`src/rtl/bin2bcd_seq.sv`:
```
// rtl/bin2bcd_seq.sv - iterative double-dabble binary to packed BCD converter with digit count
module bin2bcd_seq #(
    parameter int WIDTH  = 16,
    parameter int DIGITS = 5,
    parameter int CNT_W  = 5
) (
    input  logic                  clk,
    input  logic                  reset,
    input  logic                  in_valid,
    output logic                  in_ready,
    input  logic [WIDTH-1:0]      in_bin,
    output logic                  out_valid,
    input  logic                  out_ready,
    output logic [4*DIGITS-1:0]   out_bcd,
    output logic [2:0]            out_ndig,
    output logic                  busy
);

    localparam logic [1:0] S_IDLE  = 2'd0;
    localparam logic [1:0] S_SHIFT = 2'd1;
    localparam logic [1:0] S_DONE  = 2'd2;

    logic [1:0]          state;
    logic [WIDTH-1:0]    bin_sr;
    logic [4*DIGITS-1:0] bcd_acc;
    logic [4*DIGITS-1:0] bcd_adj;
    logic [4*DIGITS-1:0] bcd_next;
    logic [CNT_W-1:0]    cnt;
    logic [2:0]          ndig_next;

    // All +3 corrections look at pre-shift digits, then the whole pair shifts once.
    always_comb begin
        bcd_adj = bcd_acc;
        for (int i = 0; i < DIGITS; i++) begin
            if (bcd_acc[4*i +: 4] >= 4'd5) begin
                bcd_adj[4*i +: 4] = bcd_acc[4*i +: 4] + 4'd3;
            end
        end
        bcd_next = {bcd_adj[4*DIGITS-2:0], bin_sr[WIDTH-1]};
    end

    always_comb begin
        ndig_next = 3'd1;
        for (int i = 1; i < DIGITS; i++) begin
            if (bcd_next[4*i +: 4] != 4'd0) begin
                ndig_next = 3'(i + 1);
            end
        end
    end

    always_ff @(posedge clk) begin
        if (reset) begin
            state    <= S_IDLE;
            bin_sr   <= '0;
            bcd_acc  <= '0;
            cnt      <= '0;
            out_bcd  <= '0;
            out_ndig <= 3'd1;
        end else begin
            case (state)
                S_IDLE: begin
                    if (in_valid) begin
                        bin_sr  <= in_bin;
                        bcd_acc <= '0;
                        cnt     <= CNT_W'(WIDTH);
                        state   <= S_SHIFT;
                    end
                end
                S_SHIFT: begin
                    bin_sr  <= bin_sr << 1;
                    bcd_acc <= bcd_next;
                    cnt     <= cnt - CNT_W'(1);
                    // The final shift's result is latched straight into the output registers.
                    if (cnt == CNT_W'(1)) begin
                        out_bcd  <= bcd_next;
                        out_ndig <= ndig_next;
                        state    <= S_DONE;
                    end
                end
                S_DONE: begin
                    if (out_ready) begin
                        state <= S_IDLE;
                    end
                end
                default: state <= S_IDLE;
            endcase
        end
    end

    assign in_ready  = (state == S_IDLE);
    assign out_valid = (state == S_DONE);
    assign busy      = (state != S_IDLE);

endmodule

```
`config.mk`:
```
export PLATFORM = sky130hd
export DESIGN_NAME = bin2bcd_seq
export DESIGN_NICKNAME = d
export VERILOG_FILES = /design/src/rtl/bin2bcd_seq.sv
export SDC_FILE = /design/constraint.sdc
export NUM_CORES = 1
export LEC_CHECK = 0
export ABC_AREA = 1
export CAP_MARGIN = 20
export CORE_ASPECT_RATIO = 0.7
export CORE_MARGIN = 10
export CORE_UTILIZATION = 45
export CTS_CLUSTER_DIAMETER = 50
export CTS_CLUSTER_SIZE = 25
export DETAILED_ROUTE_END_ITERATION = 6
export HOLD_SLACK_MARGIN = 0.1
export PLACE_DENSITY_LB_ADDON = 0.05
export SLEW_MARGIN = 20
export SYNTH_ARGS = -nofsm -noshare
export SYNTH_HDL_FRONTEND = slang
export SYNTH_SLANG_ARGS = --single-unit
```
`constraint.sdc`:
```
create_clock -name clk -period 3.52 [get_ports clk]
set_clock_uncertainty 0.1 [all_clocks]
set_input_delay 0.704 -clock clk [delete_from_list [all_inputs] [get_ports clk]]
set_output_delay 0.704 -clock clk [all_outputs]
set_load 0.05 [all_outputs]
```
# Word-level counts from Yosys, hierarchy flattened
# Cells that the tools add are included.
[word_totals] reg_bits=66 in_bits=20 out_inout_bits=26
[classes] n_addsub=6 n_lt_le_gt_ge=5 n_eq_ne=6 muxes=19 reduce_logical=10
[op_table] operator="$pmux 20 s2" n=1
[op_table] operator="$pmux 16 s2" n=1
[op_table] operator="$ge 4x3->1 const B" n=5
[op_table] operator="$mux 20" n=1
[op_table] operator="$add 4x2->4 const B" n=4
[op_table] operator="$mux 16" n=1
[op_table] operator="$mux 4" n=4
[op_table] operator="$reduce_bool 4->1" n=4
[op_table] operator="$mux 3" n=4
[op_table] operator="$pmux 5 s2" n=1
[op_table] operator="$mux 2" n=4
[op_table] operator="$pmux 2 s3" n=1
[op_table] operator="$eq 5x1->1 const B" n=1
[op_table] operator="$mux 5" n=1
[op_table] operator="$sub 5x1->5 const B" n=1
[op_table] operator="$ne 2x2->1 const B" n=2
[op_table] operator="$reduce_and 2->1" n=2
[op_table] operator="$reduce_bool 2->1" n=2
[op_table] operator="$add 3x2->3 const B" n=1
[op_table] operator="$reduce_and 3->1" n=1
[op_table] operator="$eq 2x1->1 const B" n=1
[op_table] operator="$eq 2x2->1 const B" n=1
[op_table] operator="$logic_not 2->1" n=1
[op_table] operator="$ne 2x1->1 const B" n=1

# Longest topological paths before layout
# Gate-level depths: netlist (run 1).
[logic_depth] depth_word=7 ltp_mapped=12 mapped_depth_nobuf=12

# Worst setup path before layout (run 1)
# No wires, ideal clock.
[synth_path] path_type="flip-flop to output port" start="register state[1]" end="output busy" t_arrival_ps=1508 setup_slack_ps=1208 path_stages_with_launch=3 n_path_buf=0 cell_sequence="dfxtp_1 nor2_1 inv_1"
[synth_via] elab_chain_cells=1
[synth_rtl] element="start: declaration" line_no="23" text="logic [1:0] state;"
[synth_rtl] element="start signal: assignment" line_no="53" text="state <= S_IDLE;"
[synth_rtl] element="start signal: assignment" line_no="66" text="state <= S_SHIFT;"
[synth_rtl] element="start signal: assignment" line_no="77" text="state <= S_DONE;"
[synth_rtl] element="$reduce_bool 2->1" line_no="92" text="assign busy = (state != S_IDLE);"
[synth_rtl] element="end: declaration" line_no="16" text="output logic busy"
# Every way passes these cells.

# Final worst setup path (run 1)
[layout_path] start="register state[1]" end="output out_valid"
[layout_via] elab_chain_cells=1
[layout_rtl] element="$eq 2x2->1" line_no="91" text="assign out_valid = (state == S_DONE);"
[layout_rtl] element="end: declaration" line_no="12" text="output logic out_valid,"
# Every way passes these cells.

==> impl_metrics.json, run 1 <==
{
  "yosysSeqAreaShare_pct": 41.8,
  "grt-ovfl-total": 0,
  "clock_sinks": 66,
  "cts_setup_buffers": 0,
  "tns_ns": 0,
  "synth_fp_nets": 482,
  "cts.repair.resized": 0,
  "syn-cell-area_um2": 3160,
  "drt_iter0_drc": 182,
  "fin_util_pct": 56.8,
  "drive_above_1_share_pct": 5.25,
  "cts_buffers": 9,
  "rsz0062_at_grt": "no",
  "wl_per_cell_um": 13.0,
  "synth_top_area_share_pct": 41.8,
  "synthArstFlopShare_pct": 0,
  "drc": 0,
  "cp-end-kind": "output pin",
  "clk_latency_ns": 0.35,
  "ys_ff_latch": 66,
  "finalCritPeriodShare_pct": 74.7,
  "syn_area_per_cell_um2": 7.03,
  "cts_hold_buf": 0,
  "finalNetCount": 522,
  "synth_cell_types": 32,
  "coreArea_um2": 6790,
  "endpoint": "out_valid",
  "ff2ff_path_depth": 10,
  "cp.required_ns": 2.72,
  "clockBufferDepth": 2,
  "path_clk_slew_ns": 0.08,
  "die-area_um2": 10800,
  "syn_to_final_growth_pct": 21.8,
  "timing.final.crit_period_ns": 2.63,
  "cp-startpoint": "state[1]$_SDFFE_PP0P_",
  "max-slew-margin-rel_pct": 43.7,
  "first_pass_iters": 6,
  "io_buffers": 45,
  "dp_hpwl_mm": 5.19,
  "reg2reg_from": "state[0]$_SDFFE_PP0P_",
  "grt_pass1_vias": 2664,
  "vias_per_cell": 4.95,
  "fmax_ghz": 0.381,
  "rows": 25,
  "dr_total_vias": 2914,
  "start_util_pct": 46.6,
  "fp.dieH_um": 90.1,
  "grt_max_degree": 42,
  "reg2reg_slack_ns": 1.42,
  "ir_drop_v": 0.000212,
  "tightest_slew_ns": 0.844,
  "ctsRootBufferMaster": "clkbuf_8",
  "cts_tree": "done",
  "power.leakage_nw": 1.65,
  "ys.flop_type": "dfxtp_1",
  "hold_class": "flip-flop to flip-flop",
  "grt_pass1_wl_mm": 13.0,
  "finalHoldViolations": 0,
  "crit_arrival_ns": 1.82,
  "drv_slew": 0,
  "status": "finished, final reports clean",
  "diodes": 0,
  "critical_path_class": "flip-flop to output pin",
  "wirelength_mm": 7.67,
  "cap_violations": 0,
  "ys_top_cells_by_area": "dfxtp_1 42%, nand2_1 16%, inv_1 5.9%",
  "r2r_end": "bin_sr[5]$_SDFFE_PP0P_",
  "setup_viol": 0,
  "io_pins": 46,
  "fill_cells": 680,
  "gr-usage-all-layers_pct": 14.6,
  "synth_edf_count": 0,
  "p_per_area_nw_per_um2": 433,
  "yosysWarnings": 0,
  "ant_nets": 0,
  "yosysTopAreaCell": "dfxtp_1",
  "cts_max_level": 3,
  "syn_inst": 450,
  "cp-start-kind": "flip-flop",
  "crit_fanout": 3,
  "die_w_um": 120,
  "antenna_found_initial": 0,
  "gp_congestion": 0.821
}
## layout make-up
| type | count | area [um2] | share of cell area, % |
|---|---|---|---|
| Clock inverter | 2 | 35.0 | 0.909 |
| Multi-Input combinational cell | 313 | 1550 | 40.1 |
| Inverter | 52 | 198 | 5.13 |
| Timing Repair Buffer | 48 | 473 | 12.3 |
| Tap cell | 94 | 118 | 3.05 |
| Sequential cell | 66 | 1320 | 34.3 |
| Clock buffer | 14 | 163 | 4.22 |
## routing by layer
layer / up-vias / track usage (%) / wire length, um
li1: 1535 / - / -
met1: 1306 / 18.8 / 3870
met2: 66 / 21.3 / 3200
met3: 7 / 6.56 / 527
met4: 0 / 4.21 / 64
met5: - / 0 / 0
## worst min path at each step
stage / startpoint / to / cells after the start
2_1_floorplan: bin_sr[0]$_SDFFE_PP0P_ / bin_sr[0]$_SDFFE_PP0P_ / 2
3_3_place_gp: out_bcd[0]$_SDFFE_PP0P_ / out_bcd[0]$_SDFFE_PP0P_ / 2
3_5_place_dp: bin_sr[0]$_SDFFE_PP0P_ / bin_sr[0]$_SDFFE_PP0P_ / 2
4_1_cts: bin_sr[0]$_SDFFE_PP0P_ / bin_sr[0]$_SDFFE_PP0P_ / 2
5_1_grt: out_bcd[3]$_SDFFE_PP0P_ / out_bcd[3]$_SDFFE_PP0P_ / 2
6_report: out_bcd[3]$_SDFFE_PP0P_ / out_bcd[3]$_SDFFE_PP0P_ / 2
## state kept, by name, summed over array words and instances, names as in the netlist
register  cells
bcd_acc      20
out_bcd      20
bin_sr       16
cnt           5
out_ndig      3
state         2
## where the power goes
| part | leakage [nW] | internal (mW) | switching [mW] |
|---|---|---|---|
| Sequential | 0.536 | 0.777 | 0.0196 |
| Clock | 0.101 | 0.366 | 0.283 |
| Combinational | 1.02 | 0.0773 | 0.146 |
| Total | 1.65 | 1.22 | 0.448 |
## critical path, cell delays in order, from the launching register on
cell	delay (ns)
dfxtp_1	0.45
inv_1	0.08
nor2_1	0.12
clkdlybuf4s50_1	0.82
## per-stage QoR
step / total power [mW] / area (um2) / std cells / setup slack [ns] / hold slack [ns]
after floorplan: 0.967 / 3160 / 450 / 1.21 / 0.340
after global placement: 1.04 / 3650 / 573 / 1.10 / 0.351
after detailed placement: 1.04 / 3650 / 573 / 1.05 / 0.359
after CTS: 1.68 / 3850 / 589 / 0.865 / 0.368
after global routing: 1.75 / 3850 / 589 / 0.787 / 0.394
final: 1.67 / 3850 / 589 / 0.892 / 0.365
## cell families (layout without fill, tap and decap cells)
family                     Yosys count  after routing  synth area share, %
DFF                                 66             66                 41.8
xor gates and xnor gates             1              1                0.277
adders and majority gates           12             12                 4.75
AOI/OAI and AO/OA                   91             91                 15.9
buffers and inverters               71            116                 9.37
and+or+nand+nor                    209            209                 27.9
## layout by cell type, fill, tap and decap left out, types with 2 or more instances in the layout
master,count
a21oi_1,36
a22oi_1,8
a31oi_1,12
buf_4,3
clkbuf_1,3
clkbuf_8,11
clkdlybuf4s50_1,45
dfxtp_1,66
ha_1,12
inv_1,50
nand2_1,135
nand2_2,3
nand3_1,21
nand4_1,7
nor2_1,35
nor2_2,2
nor2_8,2
o21ai_0,30
## cells in the mapped netlist, drive strengths merged, types with 7 or more instances
cell      n
a21oi    36
a22oi     8
a31oi    12
buf      11
clkbuf    8
dfxtp    66
ha       12
inv      52
nand2   138
nand3    21
nand4     7
nor2     39
o21ai    30
No activity file was read; power rests on OpenSTA's default activity.
==> run 2, diff against run 1 <==
==> constraint.sdc (replaced) <==
create_clock -name clk -period 2.6 [get_ports clk]
set_clock_uncertainty 0.1 [all_clocks]
set_input_delay 0.52 -clock clk [delete_from_list [all_inputs] [get_ports clk]]
set_output_delay 0.52 -clock clk [all_outputs]
set_load 0.05 [all_outputs]
==> impl_metrics.json, run 2 (synthesized netlist as in run 1, its figures left out) <==
{
  "status": "finished, final reports clean",
  "dp_hpwl_mm": 5.22,
  "gp_congestion": 0.788,
  "p_total_mw": 2.24,
  "clk_latency_ns": 0.35,
  "clockBufferDepth": 2,
  "syn_to_final_growth_pct": 22.2,
  "setup_viol": 0,
  "cts_buffers": 9,
  "cts_max_level": 3,
  "io_pins": 46,
  "mostFrequentLayoutCell": "nand2_1",
  "wirelength_mm": 7.47,
  "fp.dieH_um": 90.1,
  "cts_hold_buf": 0,
  "fmax_ghz": 0.410,
  "whs_ns": 0.364,
  "path_clk_slew_ns": 0.07,
  "cp-end-kind": "output pin",
  "wl_per_cell_um": 12.6,
  "finalNonFillerCells": 591,
  "fill_cells": 683,
  "rows": 25,
  "reg2reg_slack_ns": 0.70,
  "clock_sinks": 66,
  "dr_total_vias": 2891,
  "grt_pass1_wl_mm": 12.7,
  "finalCritPeriodShare_pct": 93.8,
  "io_buffers": 45,
  "cap_violations": 0,
  "finalNetCount": 524,
  "first_pass_iters": 5,
  "rsz0062_at_grt": "no",
  "die_w_um": 120,
  "gr-usage-all-layers_pct": 13.9,
  "grt_max_degree": 42,
  "hold_class": "flip-flop to flip-flop",
  "placed_cells": 575,
  "critical_path_class": "flip-flop to output pin",
  "vias_per_cell": 4.89,
  "tns_ns": 0,
  "ir_drop_v": 0.000236,
  "finalHoldViolations": 0,
  "max-slew-margin-rel_pct": 66.0,
  "grt_pass1_vias": 2610,
  "grt-ovfl-total": 0,
  "mostFrequentLayoutCells": "135 x nand2_1, 66 x dfxtp_1, 50 x inv_1",
  "power.leakage_nw": 1.66,
  "placed_area_um2": 3670,
  "design_area_um2": 3870,
  "cts_setup_buffers": 0,
  "timing.final.crit_period_ns": 2.44,
  "drv_slew": 0,
  "antenna_found_initial": 0,
  "die-area_um2": 10800,
  "diodes": 0,
  "cts.repair.resized": 0,
  "tightest_slew_ns": 0.509,
  "ctsRootBufferMaster": "clkbuf_8",
  "drt_iter0_drc": 82,
  "start_util_pct": 46.6,
  "crit_arrival_ns": 1.82,
  "coreArea_um2": 6790,
  "reg_top3": "bcd_acc x20, out_bcd x20, bin_sr x16",
  "cts_tree": "done",
  "drc": 0,
  "crit_fanout": 3,
  "p_per_area_nw_per_um2": 581,
  "ant_nets": 0,
  "cp-start-kind": "flip-flop",
  "cp.required_ns": 1.98,
  "drive_above_1_share_pct": 5.84
}
==> run 2: critical path, stage by stage (launching register included) <==
cell,delay [ns]
dfxtp_1,0.45
inv_1,0.08
nor2_1,0.12
clkdlybuf4s50_1,0.82
==> run 2: path summary, 6_finish.rpt <==
path                                         startpoint  cells past startpoint                  endpoint
worst max-delay path              state[1]$_SDFFE_PP0P_                      3                 out_valid
worst min-delay path            out_bcd[3]$_SDFFE_PP0P_                      2   out_bcd[3]$_SDFFE_PP0P_
worst max register to register  bcd_acc[8]$_SDFFE_PP0P_                      9  out_ndig[0]$_SDFFE_PP1P_
worst min register to register  out_bcd[3]$_SDFFE_PP0P_                      2   out_bcd[3]$_SDFFE_PP0P_
==> run 2: final cells by class <==
cell class	count	area (um2)	share of cell area [%]
inverters	52	198	5.11
flip-flops and latches	66	1320	34.2
well taps	94	118	3.04
repair buffers	50	488	12.6
clock inverters	4	51.3	1.33
multi-input cells	313	1550	40.0
clock buffers	12	145	3.75
==> run 2: routing by layer <==
layer  GRT usage (%)  vias up  routed length [um]
li1                -     1534                   -
met3            5.56        9                 620
met5               0        -                   0
met1            18.7     1276                3690
met4            4.01        0                  88
met2            20.0       72                3070
==> run 2: where the power goes <==
part / leakage, nW / switching (mW) / internal (mW) / total (mW)
clock network: 0.0966 / 0.394 / 0.470 / 0.864
registers: 0.536 / 0.0266 / 1.05 / 1.08
logic: 1.03 / 0.195 / 0.108 / 0.303
==> run 2: per-stage QoR <==
stage	worst slack, ns	utilization [%]
2_1_floorplan	0.472	-
3_5_place_dp	0.523	54.1
4_1_cts	0.135	57.0
6_report	0.162	57.0
5_1_grt	0.0691	57.0
3_3_place_gp	0.537	54.1
